==> src/rtl/bilinear_fetch_interp_if.sv <==
// Request, RAM-read and result signals of the bilinear fetch/interpolate block.
// The slave modport is the block's view; the master modport is the requester/RAM side.
interface bilinear_fetch_interp_if #(
    parameter int ADDR_W = 12,
    parameter int DIM_W  = 7
);
    logic              in_valid;
    logic              in_ready;
    logic [DIM_W-1:0]  x_int;
    logic [DIM_W-1:0]  y_int;
    logic [7:0]        fx;
    logic [7:0]        fy;
    logic [DIM_W-1:0]  img_w;
    logic [DIM_W-1:0]  img_h;
    logic [ADDR_W-1:0] mem_raddr;
    logic [7:0]        mem_rdata;
    logic              out_valid;
    logic              out_ready;
    logic [7:0]        out_pixel;
    logic [15:0]       pix_count;

    modport slave (
        input  in_valid, x_int, y_int, fx, fy, img_w, img_h, mem_rdata, out_ready,
        output in_ready, mem_raddr, out_valid, out_pixel, pix_count
    );

    modport master (
        output in_valid, x_int, y_int, fx, fy, img_w, img_h, mem_rdata, out_ready,
        input  in_ready, mem_raddr, out_valid, out_pixel, pix_count
    );
endinterface

==> src/rtl/bilinear_fetch_interp.sv <==
// Fetches the four neighbours of a pixel from a 1-cycle-latency RAM and blends them bilinearly.
// Define BILINEAR_EDGE_CLAMP_EN to clamp the right/bottom neighbours to the image edge.
module bilinear_fetch_interp #(
    parameter int ADDR_W = 12,
    parameter int DIM_W  = 7
) (
    input  logic                    clk,
    input  logic                    rst_n,
    bilinear_fetch_interp_if.slave  bus
);
    localparam int PROD_W = 2 * DIM_W + 2;

    typedef enum logic [2:0] {IDLE, R0, R1, R2, R3, CAP, MAC, OUT} state_e;

    state_e            state_q;
    logic              in_ready_q;
    logic              out_valid_q;
    logic [7:0]        out_pixel_q;
    logic [15:0]       pix_count_q;
    logic [ADDR_W-1:0] mem_raddr_q;
    logic [DIM_W-1:0]  x_q, y_q, img_w_q, img_h_q;
    logic [7:0]        fx_q, fy_q;
    logic [7:0]        p00_q, p01_q, p10_q, p11_q;

    logic [DIM_W:0]    x_inc_s, y_inc_s, x1_s, y1_s;
    logic [ADDR_W-1:0] a00_s, a01_s, a10_s, a11_s;
    logic [16:0]       top_s, bot_s;
    logic [25:0]       acc_s, sum_s;
    logic [9:0]        rnd_s;
    logic [7:0]        pixel_s;

    // Row-major address; the product is kept wide and only the final sum is truncated.
    function automatic logic [ADDR_W-1:0] addr_f(input logic [DIM_W:0]   row,
                                                 input logic [DIM_W:0]   col,
                                                 input logic [DIM_W-1:0] width);
        logic [PROD_W-1:0] full;
        full = PROD_W'(row) * PROD_W'(width) + PROD_W'(col);
        return ADDR_W'(full);
    endfunction

    assign x_inc_s = {1'b0, x_q} + {{DIM_W{1'b0}}, 1'b1};
    assign y_inc_s = {1'b0, y_q} + {{DIM_W{1'b0}}, 1'b1};

`ifdef BILINEAR_EDGE_CLAMP_EN
    logic [DIM_W:0] w_m1_s, h_m1_s;
    assign w_m1_s = {1'b0, img_w_q} - {{DIM_W{1'b0}}, 1'b1};
    assign h_m1_s = {1'b0, img_h_q} - {{DIM_W{1'b0}}, 1'b1};
    assign x1_s   = (x_inc_s > w_m1_s) ? w_m1_s : x_inc_s;
    assign y1_s   = (y_inc_s > h_m1_s) ? h_m1_s : y_inc_s;
`else
    // Height only matters for clamping; it is still latched so the request state is complete.
    logic unused_s;
    assign x1_s     = x_inc_s;
    assign y1_s     = y_inc_s;
    assign unused_s = ^img_h_q;
`endif

    assign a00_s = addr_f({1'b0, bus.y_int}, {1'b0, bus.x_int}, bus.img_w);
    assign a01_s = addr_f({1'b0, y_q}, x1_s, img_w_q);
    assign a10_s = addr_f(y1_s, {1'b0, x_q}, img_w_q);
    assign a11_s = addr_f(y1_s, x1_s, img_w_q);

    // Two-stage bilinear blend with round-half-up and saturation.
    always_comb begin
        top_s = 17'(p00_q) * (17'd256 - 17'(fx_q)) + 17'(p01_q) * 17'(fx_q);
        bot_s = 17'(p10_q) * (17'd256 - 17'(fx_q)) + 17'(p11_q) * 17'(fx_q);
        acc_s = 26'(top_s) * (26'd256 - 26'(fy_q)) + 26'(bot_s) * 26'(fy_q);
        sum_s = acc_s + 26'd32768;
        rnd_s = 10'(sum_s >> 16);
        if (rnd_s > 10'd255) begin
            pixel_s = 8'd255;
        end else begin
            pixel_s = rnd_s[7:0];
        end
    end

    // Sequencer: four RAM reads, one capture slot for the last read, blend, then hold the result.
    always_ff @(posedge clk or negedge rst_n) begin
        if (!rst_n) begin
            state_q     <= IDLE;
            in_ready_q  <= 1'b1;
            out_valid_q <= 1'b0;
            out_pixel_q <= 8'd0;
            pix_count_q <= 16'd0;
            mem_raddr_q <= '0;
            x_q         <= '0;
            y_q         <= '0;
            img_w_q     <= '0;
            img_h_q     <= '0;
            fx_q        <= 8'd0;
            fy_q        <= 8'd0;
            p00_q       <= 8'd0;
            p01_q       <= 8'd0;
            p10_q       <= 8'd0;
            p11_q       <= 8'd0;
        end else begin
            case (state_q)
                IDLE: begin
                    if (bus.in_valid && in_ready_q) begin
                        x_q         <= bus.x_int;
                        y_q         <= bus.y_int;
                        img_w_q     <= bus.img_w;
                        img_h_q     <= bus.img_h;
                        fx_q        <= bus.fx;
                        fy_q        <= bus.fy;
                        mem_raddr_q <= a00_s;
                        in_ready_q  <= 1'b0;
                        state_q     <= R0;
                    end
                end
                R0: begin
                    mem_raddr_q <= a01_s;
                    state_q     <= R1;
                end
                R1: begin
                    p00_q       <= bus.mem_rdata;
                    mem_raddr_q <= a10_s;
                    state_q     <= R2;
                end
                R2: begin
                    p01_q       <= bus.mem_rdata;
                    mem_raddr_q <= a11_s;
                    state_q     <= R3;
                end
                R3: begin
                    p10_q       <= bus.mem_rdata;
                    mem_raddr_q <= '0;
                    state_q     <= CAP;
                end
                CAP: begin
                    p11_q   <= bus.mem_rdata;
                    state_q <= MAC;
                end
                MAC: begin
                    out_pixel_q <= pixel_s;
                    out_valid_q <= 1'b1;
                    state_q     <= OUT;
                end
                OUT: begin
                    if (bus.out_ready) begin
                        out_valid_q <= 1'b0;
                        in_ready_q  <= 1'b1;
                        pix_count_q <= pix_count_q + 16'd1;
                        state_q     <= IDLE;
                    end
                end
                default: begin
                    state_q     <= IDLE;
                    in_ready_q  <= 1'b1;
                    out_valid_q <= 1'b0;
                    mem_raddr_q <= '0;
                end
            endcase
        end
    end

    assign bus.in_ready  = in_ready_q;
    assign bus.out_valid = out_valid_q;
    assign bus.out_pixel = out_pixel_q;
    assign bus.pix_count = pix_count_q;
    assign bus.mem_raddr = mem_raddr_q;
endmodule
==> src/flat_wrapper.sv <==
// flat-port wrapper written by rule: the top's interface ports become plain ports
module bilinear_fetch_interp_flat 
#(
    parameter int ADDR_W = 12,
    parameter int DIM_W  = 7
)
  (clk, rst_n, bus_in_valid, bus_x_int, bus_y_int, bus_fx, bus_fy, bus_img_w, bus_img_h, bus_mem_rdata, bus_out_ready, bus_in_ready, bus_mem_raddr, bus_out_valid, bus_out_pixel, bus_pix_count);
  bilinear_fetch_interp_if #(.ADDR_W(ADDR_W), .DIM_W(DIM_W)) bus_i ();
  input  logic clk;
  input  logic rst_n;
  input wire logic [$bits(bus_i.in_valid)-1:0] bus_in_valid;
  input wire logic [$bits(bus_i.x_int)-1:0] bus_x_int;
  input wire logic [$bits(bus_i.y_int)-1:0] bus_y_int;
  input wire logic [$bits(bus_i.fx)-1:0] bus_fx;
  input wire logic [$bits(bus_i.fy)-1:0] bus_fy;
  input wire logic [$bits(bus_i.img_w)-1:0] bus_img_w;
  input wire logic [$bits(bus_i.img_h)-1:0] bus_img_h;
  input wire logic [$bits(bus_i.mem_rdata)-1:0] bus_mem_rdata;
  input wire logic [$bits(bus_i.out_ready)-1:0] bus_out_ready;
  output wire logic [$bits(bus_i.in_ready)-1:0] bus_in_ready;
  output wire logic [$bits(bus_i.mem_raddr)-1:0] bus_mem_raddr;
  output wire logic [$bits(bus_i.out_valid)-1:0] bus_out_valid;
  output wire logic [$bits(bus_i.out_pixel)-1:0] bus_out_pixel;
  output wire logic [$bits(bus_i.pix_count)-1:0] bus_pix_count;
  assign bus_i.in_valid = bus_in_valid;
  assign bus_i.x_int = bus_x_int;
  assign bus_i.y_int = bus_y_int;
  assign bus_i.fx = bus_fx;
  assign bus_i.fy = bus_fy;
  assign bus_i.img_w = bus_img_w;
  assign bus_i.img_h = bus_img_h;
  assign bus_i.mem_rdata = bus_mem_rdata;
  assign bus_i.out_ready = bus_out_ready;
  assign bus_in_ready = bus_i.in_ready;
  assign bus_mem_raddr = bus_i.mem_raddr;
  assign bus_out_valid = bus_i.out_valid;
  assign bus_out_pixel = bus_i.out_pixel;
  assign bus_pix_count = bus_i.pix_count;
  bilinear_fetch_interp #(.ADDR_W(ADDR_W), .DIM_W(DIM_W)) u_core (.clk(clk), .rst_n(rst_n), .bus(bus_i));
endmodule
==> config.mk <==
export PLATFORM = sky130hd
export DESIGN_NAME = bilinear_fetch_interp_flat
export DESIGN_NICKNAME = d
export VERILOG_FILES = /design/src/rtl/bilinear_fetch_interp_if.sv /design/src/rtl/bilinear_fetch_interp.sv /design/src/flat_wrapper.sv
export SDC_FILE = /design/constraint.sdc
export NUM_CORES = 2
export LEC_CHECK = 0
export ABC_AREA = 1
export BUFFER_PORTS_ARGS = -buffer_cell sky130_fd_sc_hd__buf_2
export CORE_MARGIN = 2
export CORE_UTILIZATION = 65
export CTS_CLUSTER_SIZE = 30
export DETAILED_ROUTE_END_ITERATION = 12
export GPL_TIMING_DRIVEN = 0
export PLACE_DENSITY = 0.83
export SETUP_SLACK_MARGIN = 0.5
export SLEW_MARGIN = 0
export SYNTH_ARGS = -nofsm -noshare
export SYNTH_HDL_FRONTEND = slang
export SYNTH_SLANG_ARGS = --single-unit
==> constraint.sdc <==
create_clock -name clk -period 30.9 [get_ports clk]
set_input_delay 6.18 -clock clk [delete_from_list [all_inputs] [get_ports clk]]
set_output_delay 6.18 -clock clk [all_outputs]
set_load 0.02 [all_outputs]
==> summary.txt <==
Logic synthesis
  • Synth cell types: 53
  • Post-synthesis sequential area ratio: 9.27%
  • Ys Warns: 0
  • Synthesized area per cell: 7.76 sq um
  • Mapped Nets: 4769
  • Post-Synthesis Cells: 3826
  • Yosys reg bits: 110
  • Synth Flop Type: dfrtp_1
  • Post-synthesis async set-or-reset flop share: 100%
  • EDFF count, synth: 0
  • Synthesized cell area: 29700 sq um

Critical path
  • Worst path max stage delay: 1.10 ns
  • Worst EP required: 31.20 ns
  • R2R Path Start: u_core.fx_q[1]
  • Crit-path max FO: 9
  • Worst R2R Setup Slack: 17.07 ns
  • WP data arrival: 14.13 ns
  • Critical path capture point type: flip-flop
  • Crit path kind: flip-flop to flip-flop
  • Slowest cell on the critical path: xnor2_1
  • Startpoint Class: flip-flop
  • RR Endpoint: u_core.bus.out_pixel[7]
  • Reg2Reg Depth: 45

Clock tree
  • CTS Hold Bufs: 0
  • Worst-path clk slew: 0.09 ns
  • CTS H-Tree Depth: 3
  • Post_cts resized: 0
  • CTS Buf Count: 9
  • # Post-CTS Setup Buffers: 0
  • CTS tree: built
  • Clock tree buffer depth: 2
  • CTS sink cnt: 110
  • Root buf cell: clkbuf_16
  • Clock latency on the worst-skew pair: 0.42 ns

Timing
  • Worst relative slew slack: 3.57%
  • Final min period: 13.83 ns
  • Fmax: 72.3 MHz
  • Worst-Margin Slew: 1.44 ns
  • Final hold viol count: 0
  • RSZ-0062 raised after global routing: no
  • Setup TNS: 0 ns
  • Tcrit/Tclk final: 44.8%
  • Final setup violation count: 0
  • Slew Viols, Final: 0
  • Final Skew: 0.0228 ns

Routing
  • Drt pass-1 iters: 5
  • Initial detailed-routing violation count: 1976
  • Vias/cell: 5.44
  • Wire length per cell: 16.7 um
  • Number of vias after detailed routing: 24600
  • Remaining antenna violation count: 0
  • Drt total wl: 75.5 mm
  • DRC Markers: 0

Global routing
  • Grt total ovfl: 0
  • Gr usage total: 33.6%
  • Pin count of the biggest net entering global routing: 90
  • Vias in the first global route: 25100
  • Initial antenna violation count: 0
  • First-pass GRT wire length: 124 mm

Hold path
  • Hold path cells: 1
  • Hold Crit Class: flip-flop to flip-flop
  • WHS Endpoint: u_core.bus.mem_raddr[2]
  • Min-Delay Startpoint: u_core.bus.mem_raddr[2]

Layout
  • Share of layout cells above drive strength 1: 4.06%
  • Area Overhead vs Synth: 4.90%
  • Most frequent cells in the layout: inv_1 (1091), nand2_1 (776), fa_1 (531)
  • # nets final: 4855
  • Antenna Cells: 0
  • Commonest non-fill, non-tap cell in the layout: inv_1

Status
  • Status: complete, no violations

Floorplanning
  • FP Rows: 78
  • Die W: 218 um
  • Die Y: 218 um
  • Ports: 94
  • Initial Util: 65.6%
  • Die Area: 47400 sq um
  • Core Box Area: 45300 sq um

Placement
  • I/O Buffers: 74
  • Global placement routability congestion: 0.998
  • Post-DP HPWL: 63.9 mm

Run
  • Maxcap violations: 0
[per-stage QoR]
step	instance area (sq um)	std cells	setup WS [ns]	utilization (%)	hold WS, ns
after floorplan	29700	3826	19.67	-	0.495
after global placement	30800	4500	17.70	68.1	0.463
after detailed placement	30900	4501	17.49	68.1	0.463
after CTS	31200	4517	17.44	68.8	0.483
after global routing	31200	4517	16.58	68.8	0.493
final	31200	4517	17.07	68.8	0.479
[Yosys cell counts, types with 2 or more instances]
library cell | count | share of area [%]
inv_1 | 1091 | 14
nand2_1 | 776 | 9.8
fa_1 | 531 | 36
ha_1 | 356 | 15
nor2_1 | 341 | 4.3
a21oi_1 | 112 | 1.9
dfrtp_1 | 109 | 9.2
clkbuf_1 | 91 | 1.2
o21ai_0 | 91 | 1.5
nand3_1 | 80 | 1.3
xor2_1 | 42 | 1.2
xnor2_1 | 32 | 0.94
or2_2 | 24 | 0.51
nand4_1 | 18 | 0.38
nor3_1 | 15 | 0.25
buf_2 | 10 | 0.17
a21o_1 | 9 | 0.23
mux2_2 | 9 | 0.34
o21bai_1 | 8 | 0.20
buf_1 | 7 | 0.088
clkinv_1 | 7 | 0.088
inv_2 | 6 | 0.076
a31oi_1 | 5 | 0.11
o21ai_1 | 5 | 0.084
nand3b_1 | 4 | 0.10
nor4_1 | 4 | 0.084
o211ai_1 | 4 | 0.10
nand2_2 | 3 | 0.063
nor2_4 | 3 | 0.11
o22ai_1 | 3 | 0.063
a211oi_1 | 2 | 0.051
a32oi_1 | 2 | 0.059
buf_4 | 2 | 0.051
o21a_1 | 2 | 0.051
o21ai_2 | 2 | 0.059
o31ai_1 | 2 | 0.051
xor2_2 | 2 | 0.11
[critical path: cells and delay by family, from the launching register on]
family	cells	cell delay (ns)
fa+ha+maj	16	7.26
buf+inv	14	1.96
xor+xnor	2	1.89
simple gates	11	1.88
compound gates	2	0.35
flops	1	0.33
[how the worst max path moves through the flow]
stage                     cells past startpoint                      end      startpoint
after floorplan                              53  u_core.bus.out_pixel[7]  u_core.fx_q[2]
after global placement                       45  u_core.bus.out_pixel[7]  u_core.fx_q[1]
after detailed placement                     45  u_core.bus.out_pixel[7]  u_core.fx_q[1]
after CTS                                    45  u_core.bus.out_pixel[7]  u_core.fx_q[1]
after global routing                         49  u_core.bus.out_pixel[7]  u_core.fx_q[1]
final                                        45  u_core.bus.out_pixel[7]  u_core.fx_q[1]
[logic make-up after synthesis]
group / after synthesis / synth area share, %
mux: 9 / 0.341
compound gates: 253 / 4.65
flops: 110 / 9.27
fa+ha+maj: 887 / 50.8
buf+inv: 1215 / 15.4
simple gates: 1276 / 17.2
xor+xnor: 76 / 2.29
[final cells by class]
type,count,area (sq um)
Tap cell,600,751
Sequential cell,110,2750
Buffer,111,438
Clock inverter,7,75.1
Timing Repair Buffer,75,404
Multi-Input combinational cell,2501,22400
Inverter,1104,4140
Clock buffer,9,225
Fill cell,3708,14100
[state kept, by name, summed over array words and instances, names as in the netlist, 8 cells and up]
signal	flops
u_core.bus.out_pixel	8
u_core.fy_q	8
u_core.bus.mem_raddr	12
u_core.fx_q	8
u_core.bus.pix_count	16
u_core.p01_q	8
u_core.p10_q	8
u_core.p11_q	8
u_core.p00_q	8
[metal layers]
| layer | wire length [um] | part of all wire, % | global-route usage [%] | up-vias |
|---|---|---|---|---|
| li1 | - | - | - | 11300 |
| met1 | 28900 | 38 | 42.8 | 11900 |
| met2 | 36100 | 48 | 55.3 | 1102 |
| met3 | 6420 | 8.5 | 5.89 | 265 |
| met4 | 4040 | 5.4 | 17.1 | 0 |
| met5 | 0 | 0 | 0 | - |
Power is left out: the tool's default activity adds up to more than one toggle a clock period on the data nets, which glitch-free logic cannot reach.
